**config.mk**
```make
export PLATFORM = sky130hd
export DESIGN_NAME = seg7_scan
export DESIGN_NICKNAME = d
export VERILOG_FILES = /design/src/rtl/seg7_scan_pkg.sv /design/src/rtl/seg7_decode.sv /design/src/rtl/seg7_scan.sv
export SDC_FILE = /design/constraint.sdc
export NUM_CORES = 1
export LEC_CHECK = 0
export CORE_MARGIN = 2
export CORE_UTILIZATION = 45
export DETAILED_ROUTE_END_ITERATION = 16
export DONT_BUFFER_PORTS = 1
export PLACE_DENSITY = 0.57
export SKIP_LAST_GASP = 1
export SLEW_MARGIN = 20
export SYNTH_ARGS = -nofsm -noshare
export SYNTH_HDL_FRONTEND = slang
export SYNTH_HIERARCHICAL = 1
export SYNTH_SLANG_ARGS = --single-unit
```
**constraint.sdc**
```tcl
create_clock -name clk_in -period 3.5 [get_ports clk_in]
set_clock_uncertainty 0.05 [all_clocks]
set_input_delay 0 -clock clk_in [delete_from_list [all_inputs] [get_ports clk_in]]
set_output_delay 0 -clock clk_in [all_outputs]
set_load 0.01 [all_outputs]
```
**src/rtl/seg7_scan_pkg.sv**
```systemverilog
// Shared types and constants for the multiplexed seven-segment scanner.
package seg7_scan_pkg;

  typedef enum logic [1:0] {
    IDLE  = 2'd0,
    BLANK = 2'd1,
    DRIVE = 2'd2
  } state_t;

  // Register stages before the edge-detect delay stage.
  localparam int unsigned SYNC_DEPTH = 2;

  // Active-high {g,f,e,d,c,b,a} patterns for hex digits 0..F.
  localparam logic [6:0] SEG_PATTERNS [16] = '{
    7'h3F, 7'h06, 7'h5B, 7'h4F, 7'h66, 7'h6D, 7'h7D, 7'h07,
    7'h7F, 7'h6F, 7'h77, 7'h7C, 7'h39, 7'h5E, 7'h79, 7'h71
  };

endpackage

```
**src/rtl/seg7_decode.sv**
```systemverilog
// Combinational hex nibble to active-high segment pattern.
module seg7_decode
  import seg7_scan_pkg::*;
(
  input  logic [3:0] nibble,
  output logic [6:0] pattern
);

  always_comb begin
    pattern = SEG_PATTERNS[nibble];
  end

endmodule

```
**src/rtl/seg7_scan.sv**
```systemverilog
// Multiplexed seven-segment driver stepped by a synchronised divided clock,
// with guard blanking, per-frame value latch and leading-zero blanking.
module seg7_scan
  import seg7_scan_pkg::*;
#(
  parameter int unsigned DIGITS     = 4,
  parameter int unsigned GUARD      = 2,
  parameter bit          BLANK_LZ   = 1'b1,
  parameter bit          ACTIVE_LOW = 1'b1
) (
  input  logic                  clk_in,
  input  logic                  rst,
  input  logic                  scan_clk,
  input  logic [4*DIGITS-1:0]   value,
  input  logic [DIGITS-1:0]     dp,
  output logic [6:0]            seg,
  output logic                  dp_out,
  output logic [DIGITS-1:0]     an,
  output logic                  frame_done
);

  localparam int unsigned IW = $clog2(DIGITS);
  localparam int unsigned CW = (GUARD > 1) ? $clog2(GUARD) : 1;
  localparam logic [IW-1:0]     LAST    = IW'(DIGITS - 1);
  localparam logic [6:0]        SEG_OFF = {7{ACTIVE_LOW}};
  localparam logic [DIGITS-1:0] AN_OFF  = {DIGITS{ACTIVE_LOW}};

  state_t                state;
  logic [SYNC_DEPTH:0]   sync;
  logic                  step;
  logic [CW-1:0]         cnt;
  logic [IW-1:0]         idx;
  logic [4*DIGITS-1:0]   shadow;
  logic [DIGITS-1:0]     dp_sh;

  logic                  wrap;
  logic [IW-1:0]         next_idx;
  logic [4*DIGITS-1:0]   next_shadow;
  logic [DIGITS-1:0]     next_dp;
  logic [3:0]            nibble;
  logic [6:0]            pattern;
  logic [DIGITS-1:0]     onehot;
  logic                  zero_run;
  logic                  lz;

  // Display values are computed from the post-advance index and frame so the
  // outputs can be registered on the same edge that enters DRIVE.
  always_comb begin
    wrap        = (idx == LAST);
    next_idx    = wrap ? '0 : idx + 1'b1;
    next_shadow = wrap ? value : shadow;
    next_dp     = wrap ? dp : dp_sh;
    nibble      = next_shadow[4*next_idx +: 4];
    onehot      = '0;
    onehot[next_idx] = 1'b1;
    zero_run    = 1'b1;
    lz          = 1'b0;
    for (int unsigned i = DIGITS - 1; i > 0; i--) begin
      zero_run = zero_run & (next_shadow[4*i +: 4] == 4'h0);
      if (BLANK_LZ && (i == 32'(next_idx))) lz = zero_run;
    end
  end

  seg7_decode u_decode (
    .nibble  (nibble),
    .pattern (pattern)
  );

  always_ff @(posedge clk_in) begin
    if (!rst) begin
      sync       <= '0;
      step       <= 1'b0;
      state      <= IDLE;
      cnt        <= '0;
      idx        <= LAST;
      shadow     <= '0;
      dp_sh      <= '0;
      an         <= AN_OFF;
      seg        <= SEG_OFF;
      dp_out     <= ACTIVE_LOW;
      frame_done <= 1'b0;
    end else begin
      sync       <= {sync[SYNC_DEPTH-1:0], scan_clk};
      step       <= sync[SYNC_DEPTH-1] & ~sync[SYNC_DEPTH];
      frame_done <= 1'b0;
      case (state)
        IDLE, DRIVE: begin
          if (step) begin
            state  <= BLANK;
            cnt    <= '0;
            an     <= AN_OFF;
            seg    <= SEG_OFF;
            dp_out <= ACTIVE_LOW;
          end
        end
        BLANK: begin
          // Steps seen here are intentionally ignored.
          if (cnt == CW'(GUARD - 1)) begin
            state      <= DRIVE;
            idx        <= next_idx;
            shadow     <= next_shadow;
            dp_sh      <= next_dp;
            an         <= onehot ^ AN_OFF;
            seg        <= lz ? SEG_OFF : (pattern ^ SEG_OFF);
            dp_out     <= next_dp[next_idx] ^ ACTIVE_LOW;
            frame_done <= (next_idx == LAST);
          end else begin
            cnt <= cnt + 1'b1;
          end
        end
        default: state <= IDLE;
      endcase
    end
  end

endmodule
```
==> results of run 1 <==
cell usage in the layout, fill, tap and decap left out, types with 3 or more instances in the layout:
cell / synthesis / layout
nand2_1: 45 / 45
dfxtp_1: 42 / 42
a21boi_0: 23 / 23
dlygate4sd3_1: 0 / 22
mux2_2: 12 / 12
nor2_1: 12 / 12
ha_1: 11 / 11
inv_1: 8 / 8
a31oi_1: 7 / 7
o21ai_0: 5 / 5
a21oi_1: 5 / 5
clkbuf_8: 1 / 5
mux4_2: 4 / 4
nand2b_1: 4 / 4
and3_1: 4 / 4
and2_1: 4 / 4
nand3_1: 4 / 4
nor2b_1: 3 / 3
nor3_1: 3 / 3
worst register-to-register path: cells and delay by family, from the launching register on:
family | cells | cell delay (ns)
multiplexers | 2 | 1.16
buffers and inverters | 2 | 0.25
AO/OA/AOI/OAI | 1 | 0.13
adder cells (fa/ha/maj) | 2 | 0.73
flip-flops | 1 | 0.38
registers in the layout (all words and copies together), names as in the netlist:
signal	count
seg	7
sync	3
state	2
idx	2
step	1
dp_out	1
an	4
dp_sh	4
frame_done	1
shadow	16
cnt	1
repair_timing:
action,4_1_cts,5_1_grt
setup buffers,0,0
hold endpoints to repair,34,0
hold buffers,22,0
endpoints found under the setup margin,0,0
how the worst max path moves through the flow:
stage	startpoint	to	slack [ns]	cells after the start
floorplan	idx[0]	seg[3]	0.48	9
global route	idx[1]	seg[3]	0.54	7
CTS	idx[1]	seg[3]	0.74	7
global placement	idx[1]	seg[3]	0.80	7
detailed placement	idx[1]	seg[3]	0.77	7
finish	idx[1]	seg[3]	0.74	7
per-layer routing:
| layer | global-route usage (%) | vias up | share of wire [%] | routed length, um |
|---|---|---|---|---|
| met5 | 0 | - | 0 | 0 |
| met4 | 6.67 | 0 | 1.4 | 66 |
| met3 | 5.69 | 6 | 4.9 | 229 |
| met2 | 27.5 | 32 | 46 | 2150 |
| met1 | 26.6 | 781 | 48 | 2260 |
| li1 | - | 850 | - | - |
cell type report:
type	count	area, sq um
clock buffers	6	72.6
clock inverters	2	37.5
fillers	443	2180
inverters	8	30.0
multi-input cells	172	1250
flip-flops and latches	42	841
well taps	67	83.8
repair buffers	23	228
cell families after synthesis:
group,share of synthesized area (%)
AOI/OAI and AO/OA,15.4
DFF,38.1
buffers and inverters,5.16
and+or+nand+nor,21.0
muxes,14.2
adders and majority gates,6.23
power by group:
part	internal [mW]	switching, mW	total [mW]
Combinational	0.0449	0.0350	0.0798
Sequential	0.481	0.00271	0.484
Clock	0.213	0.166	0.379
Total	0.739	0.204	0.943
Yosys cell counts, drive strengths merged:
library cell	count
nand2	45
dfxtp	42
a21boi	23
mux2	13
nor2	12
ha	11
inv	8
a31oi	7
clkbuf	7
buf	6
mux4	6
o21ai	6
a21oi	5
and3	5
and2	4
nand2b	4
nand3	4
nor3	4
nor2b	3
mux2i	2
nand3b	2
nor4	2
or2b	2
or3	2
or4	2
a31o	1
o221ai	1
o2bb2ai	1
o31a	1
o32a	1
o41ai	1
or3b	1
or4b	1
per-stage QoR:
stage | utilization, % | worst slack [ns] | power [mW] | cell area [sq um]
3_5_place_dp | 46.9 | 0.769 | 0.549 | 2220
6_report | 53.9 | 0.740 | 0.943 | 2550
4_1_cts | 53.9 | 0.738 | 0.956 | 2550
3_3_place_gp | 46.9 | 0.797 | 0.549 | 2220
5_1_grt | 53.9 | 0.541 | 0.985 | 2550
2_1_floorplan | - | 0.478 | 0.545 | 2210
==> metrics.md, run 1 <==
| Metric | Value |
|---|---|
| Status | completed |
| Routed WL | 4710 um |
| # DRC | 0 |
| Internal reg-to-reg setup slack | 0.74 ns |
| Synth area leaders | dfxtp_1 (38%), a21boi_0 (7.8%), nand2_1 (7.6%) |
| Largest net degree at the start of global routing | 33 |
| Fmax | 362 MHz |
| Syn_nets | 269 |
| Die area | 5480 sq um |
| Area grow syn2layout | 15.3% |
| DP HPWL | 3250 um |
| Max Slew Vio Count | 0 |
| Count of unique library cells instantiated by Yosys | 42 |
| RR Startpoint | idx[1] |
| Worst path top cell family by delay | multiplexers |
| Hold Crit Depth | 2 |
| Clock sinks | 42 |
| Length of the first detailed-routing pass in iterations | 4 |
| Wire per inst | 14.7 um |
| Iteration-0 DRC Markers | 64 |
| Initial core utilization | 46.8% |
| # IOs | 36 |
| Final Non-Filler Cells | 320 |
| DP Cell Count | 290 |
| Tmin final | 2.76 ns |
| GRT Total Usage | 18.9% |
| Maximum VDD drop | 0.228 mV |
| Root Driver | clkbuf_8 |
| Clock Tree Buf Depth | 2 |
| Seq/Total Area, Yosys | 38.1% |
| Yosys warning total | 6 |
| Worst EP required | 3.67 ns |
| P_leak | 0.964 nW |
| Worst-Margin Slew | 0.977 ns |
| CTS buffer count | 5 |
| Reg-to-reg endpoint | seg[3] |
| GP Congestion | 0.783 |
| Worst endpoint data arrival time | 2.93 ns |
| Final ANT Viol Nets | 0 |
| Max Cap Violations | 0 |
| Worst Hold Class | primary input to register |
| Clock slew at reported path FFs | 0.08 ns |
| Pwr per Cell Area | 370 nW/um^2 |
| Final setup TNS | 0 ns |
| Resize count post-CTS | 0 |
| CP cell instances | inv_1 > ha_1 > mux4_1 > inv_1 > ha_1 > mux4_1 > a31oi_1 |
| Setup Viol. Count Final | 0 |
| Layout cells sized above 1 | 12.6% |
| Setup CP Type | register to register |
| Detailed-route via count | 1669 |
| IO buf count | 0 |
| Vias in the first global route | 1583 |
| Crit Path Max Fanout | 6 |
| Fin Hold WS | 0.0492 ns |
| Core Region | 4720 sq um |
| Yosys top cell area share | 38.1% |
| Critical Path End Type | register |
| Ant. Diodes | 0 |
| Element type at the critical path start | register |
| Yosys reg bits | 42 |
| RSZ-0062 raised after global routing | false |
| Die span in x | 74.1 um |
| Post-Syn Area per Cell | 9.40 sq um |
| Fin nets | 286 |
| Hold EP | dp_out |
| Final hold vios | 0 |
| Hold wc startpoint | rst |
| Synth area leader | dfxtp_1 |
| Die Height | 74.1 um |
| Worst path slowest cell | mux4_1 |
| Avg Vias per Cell | 5.22 |
| Slowest stage delay, CP | 0.68 ns |
| Slew headroom | 34.6% |
| Remaining Overflow, GRT | 0 |
| Num rows | 25 |
| Syn Std Cell Area | 2210 sq um |
| Initial antenna violation count | 0 |
| Synth Instances | 235 |
| H-tree lvl count | 2 |
| First-pass GRT wire length | 7840 um |
| Later-pin clock latency in the skew report | 0.30 ns |
| WP buf/inv | 2 |
| Worst-case reg-to-reg path depth | 7 |
| Fin crit share | 78.9% |
| CTS tree | done |
Power figures use the tool's default switching activity.
==> inputs of run 2 (changes only) <==
ABC_AREA = 1   (was default)
PLACE_DENSITY = 0.59   (was 0.57)
clock period = 2.36 ns   (was 3.5 ns; I/O delays follow)
==> run 2 against run 1 <==
  * Total power up 50%
  * Area after synthesis grew 7.6%
  * Cell count grew 46%
  * Wire length up 19%
  * Non-clock buffer count increased by 13
  * Synthesized cell count is 57% higher
  * Sequential cell count unchanged
  * Combinational power grew 130%
  * Utilization is 2.1 points higher
  * Critical path type unchanged
  * Largest cell class unchanged
==> metrics.md, run 2 <==
| Metric | Value |
|---|---|
| Status | completed |
| Count of unique library cells instantiated by Yosys | 29 |
| Clock sinks | 42 |
| P_leak | 1.40 nW |
| Fin nets | 429 |
| Top-count cell post-synth | nand2_1 |
| Worst-case reg-to-reg path depth | 18 |
| Slew headroom | 62.8% |
| Worst endpoint data arrival time | 2.46 ns |
| Most frequent cells in the layout | nand2_1 (126), inv_1 (48), dfxtp_1 (40) |
| Top flop regs | shadow x16, seg x7 |
| Synth area leaders | dfxtp_1 (35%), nand2_1 (20%), inv_1 (7.9%) |
| Root Driver | clkbuf_8 |
| GRT Total Usage | 18.9% |
| # IOs | 36 |
| First-pass GRT wire length | 9080 um |
| Max Slew Vio Count | 0 |
| Length of the first detailed-routing pass in iterations | 4 |
| Layout cells sized above 1 | 15.7% |
| Internal reg-to-reg setup slack | 0.04 ns |
| Initial antenna violation count | 0 |
| Ant. Diodes | 0 |
| Remaining Overflow, GRT | 0 |
| Final hold vios | 0 |
| Maximum VDD drop | 0.322 mV |
| RR Startpoint | idx[0] |
| Fmax | 431 MHz |
| Max Cap Violations | 0 |
| Yosys warning total | 6 |
| Syn Std Cell Area | 2380 sq um |
| Area grow syn2layout | 20.4% |
| Crit Path Max Fanout | 8 |
| Detailed-route via count | 2236 |
| CTS buffer count | 5 |
| Placed instance area | 2460 sq um |
| Critical Path End Type | register |
| Setup ws final | 0.0408 ns |
| Final setup TNS | 0 ns |
| Layout filler cell count | 527 |
| Clock slew at reported path FFs | 0.08 ns |
| Synth cell count leaders | nand2_1 (127), inv_1 (50), dfxtp_1 (42) |
| EDFF count, synth | 0 |
| CP startpoint | idx[0] |
| Final Non-Filler Cells | 466 |
| Number of flip-flops in the largest register | 16 |
| Final Cell Area | 2860 sq um |
| Tmin final | 2.32 ns |
| Pwr per Cell Area | 493 nW/um^2 |
| Worst Hold Class | primary input to register |
| CTS tree | done |
| DP Cell Count | 430 |
| Final core utilization | 56.0% |
| Die Height | 76.7 um |
| DP HPWL | 3830 um |
| Worst-Margin Slew | 0.559 ns |
| Worst EP required | 2.50 ns |
| Hold Crit Depth | 4 |
| Later-pin clock latency in the skew report | 0.30 ns |
| Setup Viol. Count Final | 0 |
| Setup CP Type | register to register |
| RSZ-0062 raised after global routing | true |
| Syn_nets | 402 |
| Iteration-0 DRC Markers | 90 |
| Pre-CTS WS | 0.0827 ns |
| IO buf count | 0 |
| GP Congestion | 0.853 |
| Yosys top cell area share | 35.4% |
| Avg Vias per Cell | 4.80 |
| H-tree lvl count | 2 |
| Yosys reg bits | 42 |
| Largest net degree at the start of global routing | 33 |
| Main synth FF type | dfxtp_1 |
| Crit path capture | seg[3] |
| Clock Tree Buf Depth | 2 |
| Final ANT Viol Nets | 0 |
| Die span in x | 76.7 um |
| Routed WL | 5590 um |
| Initial core utilization | 46.5% |
| Synth Instances | 368 |
| Largest Register | shadow |
| Seq/Total Area, Yosys | 35.4% |
| Reg-to-reg endpoint | seg[3] |
| Die area | 5880 sq um |
| Synth area leader | dfxtp_1 |
| Num rows | 26 |
| Fin crit share | 98.3% |
| # DRC | 0 |
| Vias in the first global route | 2040 |
| Core Region | 5110 sq um |
| Element type at the critical path start | register |
| Post-Syn Area per Cell | 6.46 sq um |
| Commonest non-fill, non-tap cell in the layout | nand2_1 |
| Wire per inst | 12.0 um |
| Async set or reset register ratio after synthesis | 0% |
-- run 2: cell types whose count changed after synthesis, sizes merged, moves of 7 or more --
cell	delta
mux2	-13
inv	+45
a21oi	+27
a21boi	-23
nor2	+14
nand3	+9
buf	+7
o21ai	+28
nand2	+85
-- run 2: logic make-up (layout without fill, tap and decap cells) --
| logic type | Yosys count | count (layout) | synth area share [%] |
|---|---|---|---|
| AO/OA/AOI/OAI | 73 | 73 | 16.2 |
| adder cells (fa/ha/maj) | 11 | 11 | 5.79 |
| buffers and inverters | 70 | 98 | 12.7 |
| flip-flops | 42 | 42 | 35.4 |
| AND/OR/NAND/NOR | 172 | 172 | 29.9 |
-- run 2: per-stage QoR --
step | total power, mW | hold slack (ns)
global route | 1.47 | 0.0617
global placement | 0.892 | 0.0399
CTS | 1.41 | 0.00481
finish | 1.41 | 0.00758
floorplan | 0.868 | 0.0476
detailed placement | 0.892 | 0.0424
-- run 2: critical path, stage by stage, from the launching register on --
cell	delay [ns]
dfxtp_4	0.36
ha_4	0.16
buf_6	0.13
nor2_4	0.14
clkinv_4	0.10
o21ai_2	0.14
a21oi_2	0.05
a21oi_2	0.21
inv_2	0.10
ha_4	0.28
nand2_2	0.05
o21ai_2	0.05
nand2_1	0.06
nand2_1	0.06
inv_1	0.03
nor2_1	0.07
nand2_1	0.05
nand2_1	0.05
nand2_1	0.05
-- run 2: routing by layer --
layer | wire [um] | track usage (%) | up-vias
li1 | - | - | 1199
met1 | 2770 | 23.7 | 991
met2 | 2580 | 32.6 | 40
met3 | 171 | 4.00 | 6
met4 | 65 | 5.64 | 0
met5 | 0 | 0 | -
-- run 2: final cells by class --
type,count,area [sq um],share of cell area (%)
Clock buffer,7,86.3,3.02
Clock inverter,1,8.76,0.306
Inverter,54,208,7.26
Multi-Input combinational cell,256,1310,45.8
Sequential cell,42,848,29.6
Tap cell,70,87.6,3.06
Timing Repair Buffer,36,313,10.9
-- run 2: how the worst min path moves through the flow --
stage | startpoint | endpoint
after detailed placement | rst | an[2]
after CTS | value[7] | shadow[7]
after floorplan | scan_clk | sync[0]
after global placement | rst | an[1]
final | value[7] | shadow[7]
after global routing | value[0] | shadow[0]
-- run 2: repair_timing --
action                     4_1_cts  5_1_grt
hold endpoints to repair        42        0
buffers inserted                 0       15
setup endpoints to repair        0        7
gates resized for setup          0       21
hold buffers                    13        0
-- run 2: power breakdown --
part | internal [mW] | switching (mW) | leakage [nW]
Sequential | 0.719 | 0.0107 | 0.340
Combinational | 0.0725 | 0.108 | 1.01
Clock | 0.242 | 0.259 | 0.0489
Total | 1.03 | 0.378 | 1.40
